[config.mk]
export PLATFORM = sky130hd
export DESIGN_NAME = dpdm_decode
export DESIGN_NICKNAME = d
export VERILOG_FILES = /design/src/rtl/usb_pkg.sv /design/src/rtl/dpdm_timeout_counter.sv /design/src/rtl/dpdm_decode.sv
export SDC_FILE = /design/constraint.sdc
export NUM_CORES = 1
export LEC_CHECK = 0
export ABC_AREA = 1
export CAP_MARGIN = 20
export CORE_UTILIZATION = 40
export DETAILED_ROUTE_END_ITERATION = 7
export GPL_TIMING_DRIVEN = 0
export PLACE_DENSITY = 0.57
export SYNTH_ARGS = -nofsm -noshare
export SYNTH_HDL_FRONTEND = slang
export SYNTH_HIERARCHICAL = 1
export SYNTH_SLANG_ARGS = --single-unit
export TNS_END_PERCENT = 100
[constraint.sdc]
create_clock -name clock -period 1.91 [get_ports clock]
set_input_delay 0.191 -clock clock [delete_from_list [all_inputs] [get_ports clock]]
set_output_delay 0.191 -clock clock [all_outputs]
set_load 0.03 [all_outputs]
[src/rtl/usb_pkg.sv]
// ============================================================================
// Package : usb_pkg
// Brief   : Line-symbol and decoder-state types shared by the DP/DM decoder.
// Rev     : 1.0  initial release
// ============================================================================
`default_nettype none

package usb_pkg;

    typedef enum logic [1:0] {
        SYM_J   = 2'd0,
        SYM_K   = 2'd1,
        SYM_SE0 = 2'd2,
        SYM_SE1 = 2'd3
    } sym_e;

    typedef enum logic [2:0] {
        ST_IDLE   = 3'd0,
        ST_SYNC   = 3'd1,
        ST_PACKET = 3'd2,
        ST_EOP_1  = 3'd3,
        ST_EOP_2  = 3'd4,
        ST_DONE   = 3'd5,
        ST_ERROR  = 3'd6
    } state_e;

    // SYNC as decoded bits, LSB is the first symbol on the wire (K=0, J=1)
    localparam logic [7:0] SYNC_PATTERN = 8'b0010_1010;
    localparam int         BIT_COUNT_W  = 11;

    function automatic sym_e decode_sym(input logic dp, input logic dm);
        case ({dp, dm})
            2'b10:   decode_sym = SYM_J;
            2'b01:   decode_sym = SYM_K;
            2'b00:   decode_sym = SYM_SE0;
            default: decode_sym = SYM_SE1;
        endcase
    endfunction

endpackage

`default_nettype wire

[src/rtl/dpdm_timeout_counter.sv]
// ============================================================================
// Module : dpdm_timeout_counter
// Brief  : Idle-cycle counter; flags the increment that completes the window.
// Rev    : 1.0  initial release
// ============================================================================
`default_nettype none

module dpdm_timeout_counter #(
    parameter int TIMEOUT_CYCLES = 255
) (
    input  logic clock,
    input  logic reset_n,
    input  logic inc_i,
    input  logic clr_i,
    output logic expired_o
);

    localparam int                CNT_W      = $clog2(TIMEOUT_CYCLES + 1);
    localparam logic [CNT_W-1:0]  LAST_COUNT = CNT_W'(TIMEOUT_CYCLES - 1);

    logic [CNT_W-1:0] count_q;
    logic [CNT_W-1:0] count_d;

    // Depends only on the count so the caller can gate it with its own inc
    // without forming a combinational loop through this block.
    assign expired_o = (count_q == LAST_COUNT);

    always_comb begin
        count_d = count_q;
        if (clr_i) begin
            count_d = '0;
        end else if (inc_i) begin
            count_d = expired_o ? '0 : count_q + 1'b1;
        end
    end

    always_ff @(posedge clock or negedge reset_n) begin
        if (!reset_n) begin
            count_q <= '0;
        end else begin
            count_q <= count_d;
        end
    end

endmodule

`default_nettype wire

[src/rtl/dpdm_decode.sv]
// ============================================================================
// Module : dpdm_decode
// Brief  : DP/DM line-symbol decoder: SYNC strip, payload bits, EOP detect.
// Rev    : 1.0  initial release
// ============================================================================
`default_nettype none

module dpdm_decode
    import usb_pkg::*;
#(
    parameter int TIMEOUT_CYCLES = 255
) (
    input  logic                   clock,
    input  logic                   reset_n,
    input  logic                   DP,
    input  logic                   DM,
    input  logic                   rx_enable,
    output logic                   out_bit,
    output logic                   out_valid,
    output logic                   receiving,
    output logic                   eop_seen,
    output logic                   rx_error,
    output logic                   timeout,
    output logic [BIT_COUNT_W-1:0] bit_count
);

    state_e                 state_q, state_d;
    logic [2:0]             idx_q, idx_d;
    logic                   out_bit_q, out_bit_d;
    logic                   out_valid_q, out_valid_d;
    logic                   receiving_q, receiving_d;
    logic                   eop_q, eop_d;
    logic                   err_q, err_d;
    logic                   tmo_q, tmo_d;
    logic [BIT_COUNT_W-1:0] bc_q, bc_d;

    sym_e sym;
    logic sym_bit;
    logic sym_data;
    logic go_error;
    logic tmo_inc;
    logic tmo_clr;
    logic tmo_expired;

    dpdm_timeout_counter #(
        .TIMEOUT_CYCLES (TIMEOUT_CYCLES)
    ) u_timeout (
        .clock     (clock),
        .reset_n   (reset_n),
        .inc_i     (tmo_inc),
        .clr_i     (tmo_clr),
        .expired_o (tmo_expired)
    );

    always_comb begin
        sym         = decode_sym(DP, DM);
        sym_bit     = (sym == SYM_J);
        sym_data    = (sym == SYM_J) || (sym == SYM_K);
        state_d     = state_q;
        idx_d       = idx_q;
        out_bit_d   = out_bit_q;
        out_valid_d = 1'b0;
        receiving_d = receiving_q;
        eop_d       = 1'b0;
        err_d       = 1'b0;
        tmo_d       = 1'b0;
        bc_d        = bc_q;
        go_error    = 1'b0;
        tmo_inc     = 1'b0;
        tmo_clr     = 1'b0;

        case (state_q)
            ST_IDLE: begin
                if (!rx_enable) begin
                    tmo_clr = 1'b1;
                end else if (sym == SYM_K) begin
                    state_d     = ST_SYNC;
                    idx_d       = 3'd1;
                    bc_d        = '0;
                    receiving_d = 1'b1;
                    tmo_clr     = 1'b1;
                end else begin
                    tmo_inc = 1'b1;
                    tmo_d   = tmo_expired;
                end
            end
            ST_SYNC, ST_PACKET, ST_EOP_1, ST_EOP_2: begin
                if (!rx_enable) begin
                    state_d     = ST_IDLE;
                    idx_d       = '0;
                    receiving_d = 1'b0;
                end else if (sym == SYM_SE1) begin
                    go_error = 1'b1;
                end else begin
                    case (state_q)
                        ST_SYNC: begin
                            if (sym_data && (sym_bit == SYNC_PATTERN[idx_q])) begin
                                if (idx_q == 3'd7) begin
                                    state_d = ST_PACKET;
                                    idx_d   = '0;
                                end else begin
                                    idx_d = idx_q + 3'd1;
                                end
                            end else begin
                                go_error = 1'b1;
                            end
                        end
                        ST_PACKET: begin
                            if (sym_data) begin
                                out_bit_d   = sym_bit;
                                out_valid_d = 1'b1;
                                if (bc_q != {BIT_COUNT_W{1'b1}}) begin
                                    bc_d = bc_q + 1'b1;
                                end
                            end else begin
                                state_d = ST_EOP_1;
                            end
                        end
                        ST_EOP_1: begin
                            if (sym == SYM_SE0) state_d = ST_EOP_2;
                            else                go_error = 1'b1;
                        end
                        default: begin
                            if (sym == SYM_J) begin
                                state_d     = ST_DONE;
                                eop_d       = 1'b1;
                                receiving_d = 1'b0;
                            end else begin
                                go_error = 1'b1;
                            end
                        end
                    endcase
                end
            end
            default: begin
                state_d = ST_IDLE;
            end
        endcase

        if (go_error) begin
            state_d     = ST_ERROR;
            idx_d       = '0;
            err_d       = 1'b1;
            receiving_d = 1'b0;
        end
    end

    always_ff @(posedge clock or negedge reset_n) begin
        if (!reset_n) begin
            state_q     <= ST_IDLE;
            idx_q       <= '0;
            out_bit_q   <= 1'b0;
            out_valid_q <= 1'b0;
            receiving_q <= 1'b0;
            eop_q       <= 1'b0;
            err_q       <= 1'b0;
            tmo_q       <= 1'b0;
            bc_q        <= '0;
        end else begin
            state_q     <= state_d;
            idx_q       <= idx_d;
            out_bit_q   <= out_bit_d;
            out_valid_q <= out_valid_d;
            receiving_q <= receiving_d;
            eop_q       <= eop_d;
            err_q       <= err_d;
            tmo_q       <= tmo_d;
            bc_q        <= bc_d;
        end
    end

    assign out_bit   = out_bit_q;
    assign out_valid = out_valid_q;
    assign receiving = receiving_q;
    assign eop_seen  = eop_q;
    assign rx_error  = err_q;
    assign timeout   = tmo_q;
    assign bit_count = bc_q;

endmodule

`default_nettype wire
# Yosys cells after proc, flatten, opt, wreduce, memory -nomap -nowiden

Memories as Yosys holds them, arrays and structs flattened.
Index checks and enable logic that the tools add are counted.

Add/sub/neg operators: 3
Magnitude comparators: 1
Equal/unequal tests: 32
Multiplexer cells: 67
Bitwise gates (word level): 1
Reduce and logical (&&, ||, !) cells: 15

Operator list:

| operator                                             | count |
|---|---|
| 2-to-1 mux 11 bit                                    | 7 |
| 2-to-1 mux 3 bit                                     | 16 |
| 2-to-1 mux 1 bit                                     | 34 |
| 2-to-1 mux 8 bit                                     | 3 |
| case mux 11 bit (2 select lines)                     | 1 |
| != test 4 bit (second input constant)                | 5 |
| != test 5 bit (second input constant)                | 4 |
| AND reduction 8 bit                                  | 2 |
| != test 2 bit (second input constant)                | 7 |
| case mux 3 bit (2 select lines)                      | 2 |
| AND reduction 6 bit                                  | 2 |
| adder 11 x 1 -> 11 bit (second input constant)       | 1 |
| != test 11 bit (second input constant)               | 1 |
| case mux 3 bit (3 select lines)                      | 1 |
| adder 8 x 1 -> 8 bit (second input constant)         | 1 |
| equality test 8 bit (second input constant)          | 1 |
| != test 7 bit (second input constant)                | 1 |
| equality test 2 bit (second input constant)          | 3 |
| equality test 3 x 2 -> 1 bit (second input constant) | 2 |
| equality test 3 bit (second input constant)          | 2 |
| != test 3 bit (second input constant)                | 2 |
| case mux 2 bit (3 select lines)                      | 1 |
| AND reduction 5 bit                                  | 1 |
| equality test 2 x 1 -> 1 bit (second input constant) | 2 |
| other kinds (15)                                     | 17 |

Register bits: 31
ROM bits: 8
Input bits: 5
Output and inout bits: 17
Memories: 1

Memory list:

| memory          | depth | bits a word | read ports | clocked after memory_dff | wr ports | line              | text |
|---|---|---|---|---|---|---|---|
| (no name shown) | 8     | 1           | 1          | 0                        | 0        | dpdm_decode.sv:97 | `if (sym_data && (sym_bit == SYNC_PATTERN[idx_q])) begin` |

# Depth between registers and ports, before layout

Gate-level depths: netlist of run 1.

Depth after elaboration: 12
Gate-level depth with buffers: 14
Gate-level depth less buffers: 14

# Modules after synthesis

The synthesis of run 1 kept the hierarchy.

By module, submodules not included:

| module               | times used | cells each | area an instance (um^2) | seq. area each (um^2) |
|---|---|---|---|---|
| dpdm_decode          | 1          | 195        | 1480.2                  | 575.6 |
| dpdm_timeout_counter | 1          | 63         | 493.0                   | 200.2 |

# Worst setup path after synthesis of run 1

No wires, ideal clock.

Path type: register to register
From: reg bc_q[0], in the netlist bit_count[0]
To: reg bc_q[2], in the netlist bit_count[2]
Arrival time: 1.704 ns
Slack: 0.088 ns
Cell stages (with the launch flop): 11
Path buffers: 0
Clock period less this slack: 1.822 ns
Cell sequence: dfrtp_1 ha_1 nand3_2 nor3_4 nand3_2 nor2_2 nand3_1 nand2_1 nand2_2 nand3_1 nand2_1

Cells in the longest elaborated chain, start to end: 7
Elaborated cells between the ends (all ways): 10
Classes of those cells: 1 x add/sub; 2 x eq/ne; 6 x mux; 1 x reduce/logical

RTL lines:

| item                             | line               | text |
|---|---|---|
| start: declaration               | dpdm_decode.sv:35  | `logic [BIT_COUNT_W-1:0] bc_q, bc_d;` |
| start signal: assignment         | dpdm_decode.sv:158 | `bc_q <= '0;` |
| start signal: assignment         | dpdm_decode.sv:168 | `bc_q <= bc_d;` |
| adder 11 x 1 -> 11 bit           | dpdm_decode.sv:113 | `bc_d = bc_q + 1'b1;` |
| 2-to-1 mux 11 bit                | dpdm_decode.sv:112 | `if (bc_q != {BIT_COUNT_W{1'b1}}) begin` |
| 2-to-1 mux 11 bit                | dpdm_decode.sv:109 | `if (sym_data) begin` |
| 2-to-1 mux 11 bit                | dpdm_decode.sv:95  | `case (state_q)` |
| 2-to-1 mux 11 bit                | dpdm_decode.sv:92  | `end else if (sym == SYM_SE1) begin` |
| 2-to-1 mux 11 bit                | dpdm_decode.sv:88  | `if (!rx_enable) begin` |
| case mux 11 bit (2 select lines) | dpdm_decode.sv:72  | `case (state_q)` |

Several ways; a longest one is shown, not always the timed one. The select of a mux whose other input is x is not followed.
A chain may end at the register's enable or synchronous reset.

# Worst setup path after layout of run 1

From: in DP
To: reg u_timeout.count_q[5]

Cells in the longest elaborated chain, start to end: 7
Elaborated cells between the ends (all ways): 13
Classes of those cells: 3 x eq/ne; 8 x mux; 2 x reduce/logical

RTL lines:

| item                                                 | line                       | text |
|---|---|---|
| start: declaration                                   | dpdm_decode.sv:15          | `input logic DP,` |
| equality test 2 x 1 -> 1 bit (tied with other cells) | usb_pkg.sv:32              | `case ({dp, dm})` |
| case mux 2 bit (3 select lines) *                    | usb_pkg.sv:32              |  |
| equality test 2 x 1 -> 1 bit *                       | dpdm_decode.sv:76          | `end else if (sym == SYM_K) begin` |
| 2-to-1 mux 1 bit *                                   | dpdm_decode.sv:76          |  |
| 2-to-1 mux 1 bit *                                   | dpdm_decode.sv:74          | `if (!rx_enable) begin` |
| 2-to-1 mux 1 bit *                                   | dpdm_decode.sv:72          |  |
| via tmo_inc                                          | dpdm_decode.sv:41          | `logic tmo_inc;` |
| nonzero test 2 bit (no source line) *                | --                         |  |
| end signal: assignment                               | dpdm_timeout_counter.sv:41 | `count_q <= count_d;` |
| end: declaration                                     | dpdm_timeout_counter.sv:21 | `logic [CNT_W-1:0] count_q;` |

The timed path passes the listed nets; every way through them passes the cells marked *.

==> results.ini, run 1 <==
[floorplanning]
row_count=25
die_h_microns=72.2
io_pins=22
die_w_microns=72.2
core_area_sq_mm=0.00472
start_util_pct=41.8
dieArea_sq_mm=0.00522

[clocking]
clk_pin_slew_ps=60
clock-sinks=31
cts_root_buf=clkbuf_8
cts_buffer_depth=2
cts_tree=built
numCtsBuffers=5
cts.htree.levels=2
clk_latency_ps=270

[detailed_routing]
drc=0
wl_per_cell_microns=11.3
wirelength_microns=4000
postRouteAntennaNets=0
via_count=1703
via_per_inst=4.81
dr.first_iter.drc_count=88
drtPass1Iterations=4

[global_route]
grt_max_degree=32
grt_usage_pct=17.7
grt_overflow=0
antenna_found_initial=0
grt_pass1_wl_microns=7200
grt_pass1_vias=1548

[timing]
timing.fmax_ghz=0.574
setup_tns_ps=0
slew_viol_final=0
max_slew_margin_pct=52.8
hold_slack_ps=248
timing.final.hold_violations=0
setup_viol=0
fin_skew_ps=4.53
rsz0062_at_grt=false
fin_crit_ps=1740
finalCritPeriodShare_pct=91.2
tightest_slew_ps=708

[final_layout]
diodes=0
areaGrowthSynthToFinish_pct=20.5
final_area_sq_mm=0.00238
layout.nets=303
nFillCells=471
drive_above_1_share_pct=16.4

[placed_design]
place_area_sq_mm=0.00225
port_buffers=20
place_hpwl_microns=2990
gp_congestion=0.821

[critical_path]
r2r_end=u_timeout/count_q[5]$_DFFE_PN0P_
path_common_cell=nor2_2
crit_fanout=6
crit_family=buffers and inverters
required_ps=2070
r2r_slack_ps=180
cp_num_buf_inv=3
crit_arrival_ps=1910
startpoint_type=input pin
crit_chain=clkdlybuf4s50_1, inv_1, ha_1, inv_1, nand2_2, nor2_2, nor2_4, nor2_2, nand2_1, xor2_1, nor2_2
worst-setup-path-type=in2reg
worst_path_max_delay_cell=clkdlybuf4s50_1
r2r-start=state_q[1]$_DFFE_PN0P_
r2r.worst_path.cells=10
slowest_delay_ps=500
crit_path_end_kind=register

[status]
outcome=finished clean

[synth]
ys_seq_elements=31
avgSynthCellArea_sq_um=7.65
synth_area_sq_mm=0.00197
synth.distinct_cells=27
synth_warnings=6
synth_top_area_share_pct=39.3
syn-num-nets=273
ys_seq_area_share_pct=39.3
synth_top_cell_by_area=dfrtp_1
yosys-top-cells-area=dfrtp_1, nand2_1, nand3_1
netlist_instances=258

[pwr]
p_total_mw=2.78
power.density_mw_per_mm2=1170
cellLeakagePower_nw=1.21
ir_worst_vdd_uv=458

[run]
cap_violations=0

[min_path]
min_path_cells=3
hp-class=in2reg
hp-start=rx_enable
holdPathEnd=state_q[0]$_DFFE_PN0P_

## cells in the mapped netlist
master	count
nor3_1	2
inv_2	8
nor2_2	5
nand3_2	3
inv_1	34
o21ai_0	4
nand3_1	32
nor3b_1	1
a31o_2	1
nand2_2	5
a31oi_1	2
buf_2	3
nor3_4	1
a21oi_4	1
xor2_1	9
nand4_1	12
o31ai_1	1
nor2_1	20
dfrtp_1	31
nand2_1	62
nor3_2	3
buf_6	1
a21oi_1	3
ha_1	10
o21ai_1	2
xnor2_1	1
nor2_4	1
## flip-flops by register name (all words and copies together) (netlist names)
signal             flops
idx_q                  3
rx_error               1
u_timeout/count_q      8
out_bit                1
out_valid              1
state_q                3
bit_count             11
timeout                1
eop_seen               1
receiving              1
## layer usage
layer | track usage, % | vias up | wire length, microns
li1 | - | 882 | -
met1 | 26.2 | 782 | 2020
met2 | 24.9 | 35 | 1740
met3 | 3.06 | 4 | 187
met4 | 8.06 | 0 | 47
met5 | 0 | - | 0
## power by group
part / internal (mW) / switching (mW)
registers: 0.792 / 0.143
logic: 0.467 / 0.911
clock network: 0.242 / 0.221
total: 1.50 / 1.27
## final cells by class
cell class	count	area [sq um]	share of cell area, %
flip-flops and latches	31	778	32.7
inverters	42	158	6.63
plain buffers	4	28.8	1.21
well taps	67	83.8	3.52
clock buffers	6	72.6	3.05
repair buffers	23	220	9.26
multi-input cells	181	1040	43.6
## worst max path at each step
stage / from / to / slack (ps) / cells past startpoint
global placement: DP / u_timeout/count_q[5]$_DFFE_PN0P_ / -170 / 11
CTS: state_q[1]$_DFFE_PN0P_ / u_timeout/count_q[5]$_DFFE_PN0P_ / 40 / 10
global route: bit_count[0]$_DFFE_PN0P_ / bit_count[9]$_DFFE_PN0P_ / 10 / 10
finish: DP / u_timeout/count_q[5]$_DFFE_PN0P_ / 170 / 11
detailed placement: DP / u_timeout/count_q[5]$_DFFE_PN0P_ / -190 / 11
floorplan: bit_count[0]$_DFFE_PN0P_ / bit_count[2]$_DFFE_PN0P_ / 90 / 10
## stage by stage
step                std cells  setup slack (ps)  util (%)
floorplan                 258              88.5         -
global placement          345              -172      47.8
detailed placement        345              -188      47.7
CTS                       352              37.5      49.5
global route              354              12.4      50.4
finish                    354               167      50.4
## cell usage in the layout (no fill, tap or decap), types with 2 or more instances in the layout
cell	n
buf_4	2
dfrtp_1	29
nand3_2	3
nand4_1	12
nor2_2	6
o21ai_0	4
dfrtp_2	2
nor3_1	2
xor2_1	9
inv_2	8
nor2_4	2
buf_2	3
a21oi_1	2
nand2_1	60
clkbuf_8	5
nand3_1	32
nor2_1	18
clkdlybuf4s50_1	19
inv_1	34
o21ai_1	2
nand2_2	6
nor3_2	3
a31oi_1	2
ha_1	10
## worst register-to-register path: stages, from the launching register on
cell     delay (ps)
dfrtp_1         460
inv_2            90
nand2_1          70
nor2_2          170
inv_1           100
a21oi_2         180
nor2_4          100
nor2_2          180
nand2_1          80
xor2_1          160
nor2_2           40
## logic make-up after synthesis
family	after synthesis	synth area share [%]
flops	31	39.3
compound gates	14	4.57
simple gates	147	36.0
xor+xnor	10	4.44
buf+inv	46	9.32
fa+ha+maj	10	6.34
## what timing repair did
action | CTS | global route
pin swaps | 0 | 0
endpoints found under the hold margin | 31 | 0
hold buffers | 1 | 0
resized for setup | 1 | 9
buffers inserted | 0 | 2
endpoints found under the setup margin | 1 | 19
No activity file was read; power rests on OpenSTA's default activity.
==> run 2: changes to the inputs <==
Settings changed: CAP_MARGIN 20 to not set, CTS_CLUSTER_DIAMETER set to 80, TNS_END_PERCENT 100 to 10.
==> results.ini, run 2 (synthesized netlist as in run 1, its figures left out) <==
[timing]
layout_setup_ws_ps=166  ; -1.31 ps
fin_crit_ps=1740  ; +1.31 ps
timing.fmax_ghz=0.573  ; about the same
fin_skew_ps=5.12  ; +0.589 ps
setup_tns_ps=0  ; unchanged
rsz0062_at_grt=true
tightest_slew_ps=715  ; +6.55 ps
slew_viol_final=0  ; unchanged
setup_viol=0  ; unchanged
timing.final.hold_violations=0  ; unchanged
max_slew_margin_pct=52.4  ; -0.44 points
finalCritPeriodShare_pct=91.3  ; about the same

[final_layout]
final_area_sq_mm=0.00236  ; -0.74%
diodes=0  ; unchanged
layout.nets=301  ; -0.66%
finish.utilization_pct=50.0  ; -0.37 points
final_cell_mix=nand2_1, inv_1, nand3_1
nFillCells=475  ; +0.85%
final_common_cell=nand2_1
drive_above_1_share_pct=15.8  ; -0.59 points
largest_reg_flops=11  ; unchanged
areaGrowthSynthToFinish_pct=19.7

[global_route]
antenna_found_initial=0  ; unchanged
grt_usage_pct=17.7  ; unchanged
grt_pass1_vias=1548  ; unchanged
use_met2_pct=24.9  ; unchanged
grt_pass1_wl_microns=7200  ; unchanged
grt_overflow=0  ; unchanged
grt_max_degree=32  ; unchanged
use_met3_pct=3.06  ; unchanged
top_usage_layer=met1
gr-usage-met1_pct=26.2  ; unchanged

[clocking]
clk_pin_slew_ps=60  ; about the same
cts_root_buf=clkbuf_8
cts.htree.levels=2  ; unchanged
clock-sinks=31  ; unchanged
cts_buffer_depth=2  ; unchanged
numCtsBuffers=5  ; unchanged
clk_latency_ps=280  ; about the same
cts_setup_buffers=0  ; unchanged
cts_tree=built

[critical_path]
r2r-start=state_q[1]$_DFFE_PN0P_
crit_arrival_ps=1910  ; about the same
crit_fanout=6  ; unchanged
startpoint_type=input pin
r2r.worst_path.cells=10  ; unchanged
r2r_slack_ps=180  ; about the same
required_ps=2070  ; about the same
worst-setup-path-type=in2reg
r2r_end=u_timeout/count_q[5]$_DFFE_PN0P_
crit_path_end_kind=register

[pwr]
power.switching_mw=1.27  ; about the same
switching_share_pct=46.3  ; +0.37 points
cellLeakagePower_nw=1.20  ; -0.85%
p_int_mw=1.48  ; -1.5%
power.density_mw_per_mm2=1170  ; -0.12%
clockPowerShare_pct=16.9  ; +0.2 points
combPwrFrac_pct=49.1  ; -0.5 points
pwr-share-seq_pct=34.0  ; +0.3 points
ir_worst_vdd_uv=458  ; about the same

[floorplanning]
dieArea_sq_mm=0.00522  ; unchanged
die_w_microns=72.2  ; unchanged
start_util_pct=41.8  ; unchanged
row_count=25  ; unchanged
die_h_microns=72.2  ; unchanged
io_pins=22  ; unchanged
core_area_sq_mm=0.00472  ; unchanged

[placed_design]
place_hpwl_microns=2990  ; unchanged
gp_congestion=0.821  ; unchanged
place_area_sq_mm=0.00225  ; unchanged
port_buffers=20  ; unchanged
post-place-ws_ps=-188  ; unchanged

[min_path]
min_path_cells=3  ; unchanged
hp-class=in2reg
hp-start=rx_enable
holdPathEnd=state_q[0]$_DFFE_PN0P_

[detailed_routing]
wl_per_cell_microns=11.4  ; +1.1%
drtPass1Iterations=4  ; unchanged
dr.first_iter.drc_count=93  ; +5.7%
wirelength_microns=4020  ; +0.50%
drc=0  ; unchanged
via_per_inst=4.83  ; +0.33%
postRouteAntennaNets=0  ; unchanged
via_count=1699  ; -0.23%

[run]
cap_violations=0  ; unchanged

[status]
outcome=finished clean

==> run 2: cell count changes in the layout (fill, tap and decap cells not counted), sizes merged <==
cell    change
buf         -1
clkbuf      -1
==> run 2: what timing repair did <==
action / in CTS / in global routing
hold buffers: 1 / 0
endpoints found under the hold margin: 31 / 0
setup endpoints to repair: 1 / 19
cloned: 0 / 0
resized for setup: 1 / 8
==> run 2: per-stage QoR <==
| stage | hold slack (ps) | instances | total power, mW |
|---|---|---|---|
| floorplan | -105 | 258 | 1.89 |
| detailed placement | 290 | 345 | 2.26 |
| finish | 248 | 352 | 2.75 |
| global placement | 470 | 345 | 2.25 |
| global route | 255 | 352 | 3.02 |
| CTS | 240 | 352 | 2.75 |
==> run 2: area by class of cell <==
cell class	count	area (sq um)	area share (%)
Sequential cell	31	778	33.0
Inverter	42	158	6.68
Buffer	4	26.3	1.11
Multi-Input combinational cell	181	1040	43.9
Timing Repair Buffer	21	205	8.69
Clock buffer	6	72.6	3.07
Tap cell	67	83.8	3.55
==> run 2: worst max-delay path by stage <==
stage | start | to | slack (ps) | depth (start not counted)
after detailed placement | DP | u_timeout/count_q[5]$_DFFE_PN0P_ | -190 | 11
after floorplan | bit_count[0]$_DFFE_PN0P_ | bit_count[2]$_DFFE_PN0P_ | 90 | 10
after CTS | state_q[1]$_DFFE_PN0P_ | u_timeout/count_q[5]$_DFFE_PN0P_ | 40 | 10
after global placement | DP | u_timeout/count_q[5]$_DFFE_PN0P_ | -170 | 11
final | DP | u_timeout/count_q[5]$_DFFE_PN0P_ | 170 | 11
after global routing | state_q[1]$_DFFE_PN0P_ | bit_count[9]$_DFFE_PN0P_ | -20 | 9
==> run 2: worst max-delay path, cell delays in order <==
cell and delay, ps:
clkdlybuf4s50_1 500, inv_1 70, ha_1 190, inv_1 130, nand2_2 110, nor2_2 160, nor2_4 90, nor2_2 180
nand2_1 80, xor2_1 160, nor2_2 40
==> run 2: power groups by stage <==
stage	clock (mW)	sequential (mW)	combinational (mW)
3_5_place_dp	0	0.938	1.32
6_report	0.465	0.935	1.35
3_3_place_gp	0	0.938	1.31
5_1_grt	0.521	0.954	1.54
4_1_cts	0.489	0.927	1.33
2_1_floorplan	0	1.01	0.879
==> run 2: per-layer routing <==
metal  wire [microns]  part of all wire (%)  vias to the layer above
li1                 -                     -                      878
met1             2060                    51                      790
met3              143                   3.6                        4
met4               47                   1.2                        0
met2             1770                    44                       27
met5                0                     0                        -
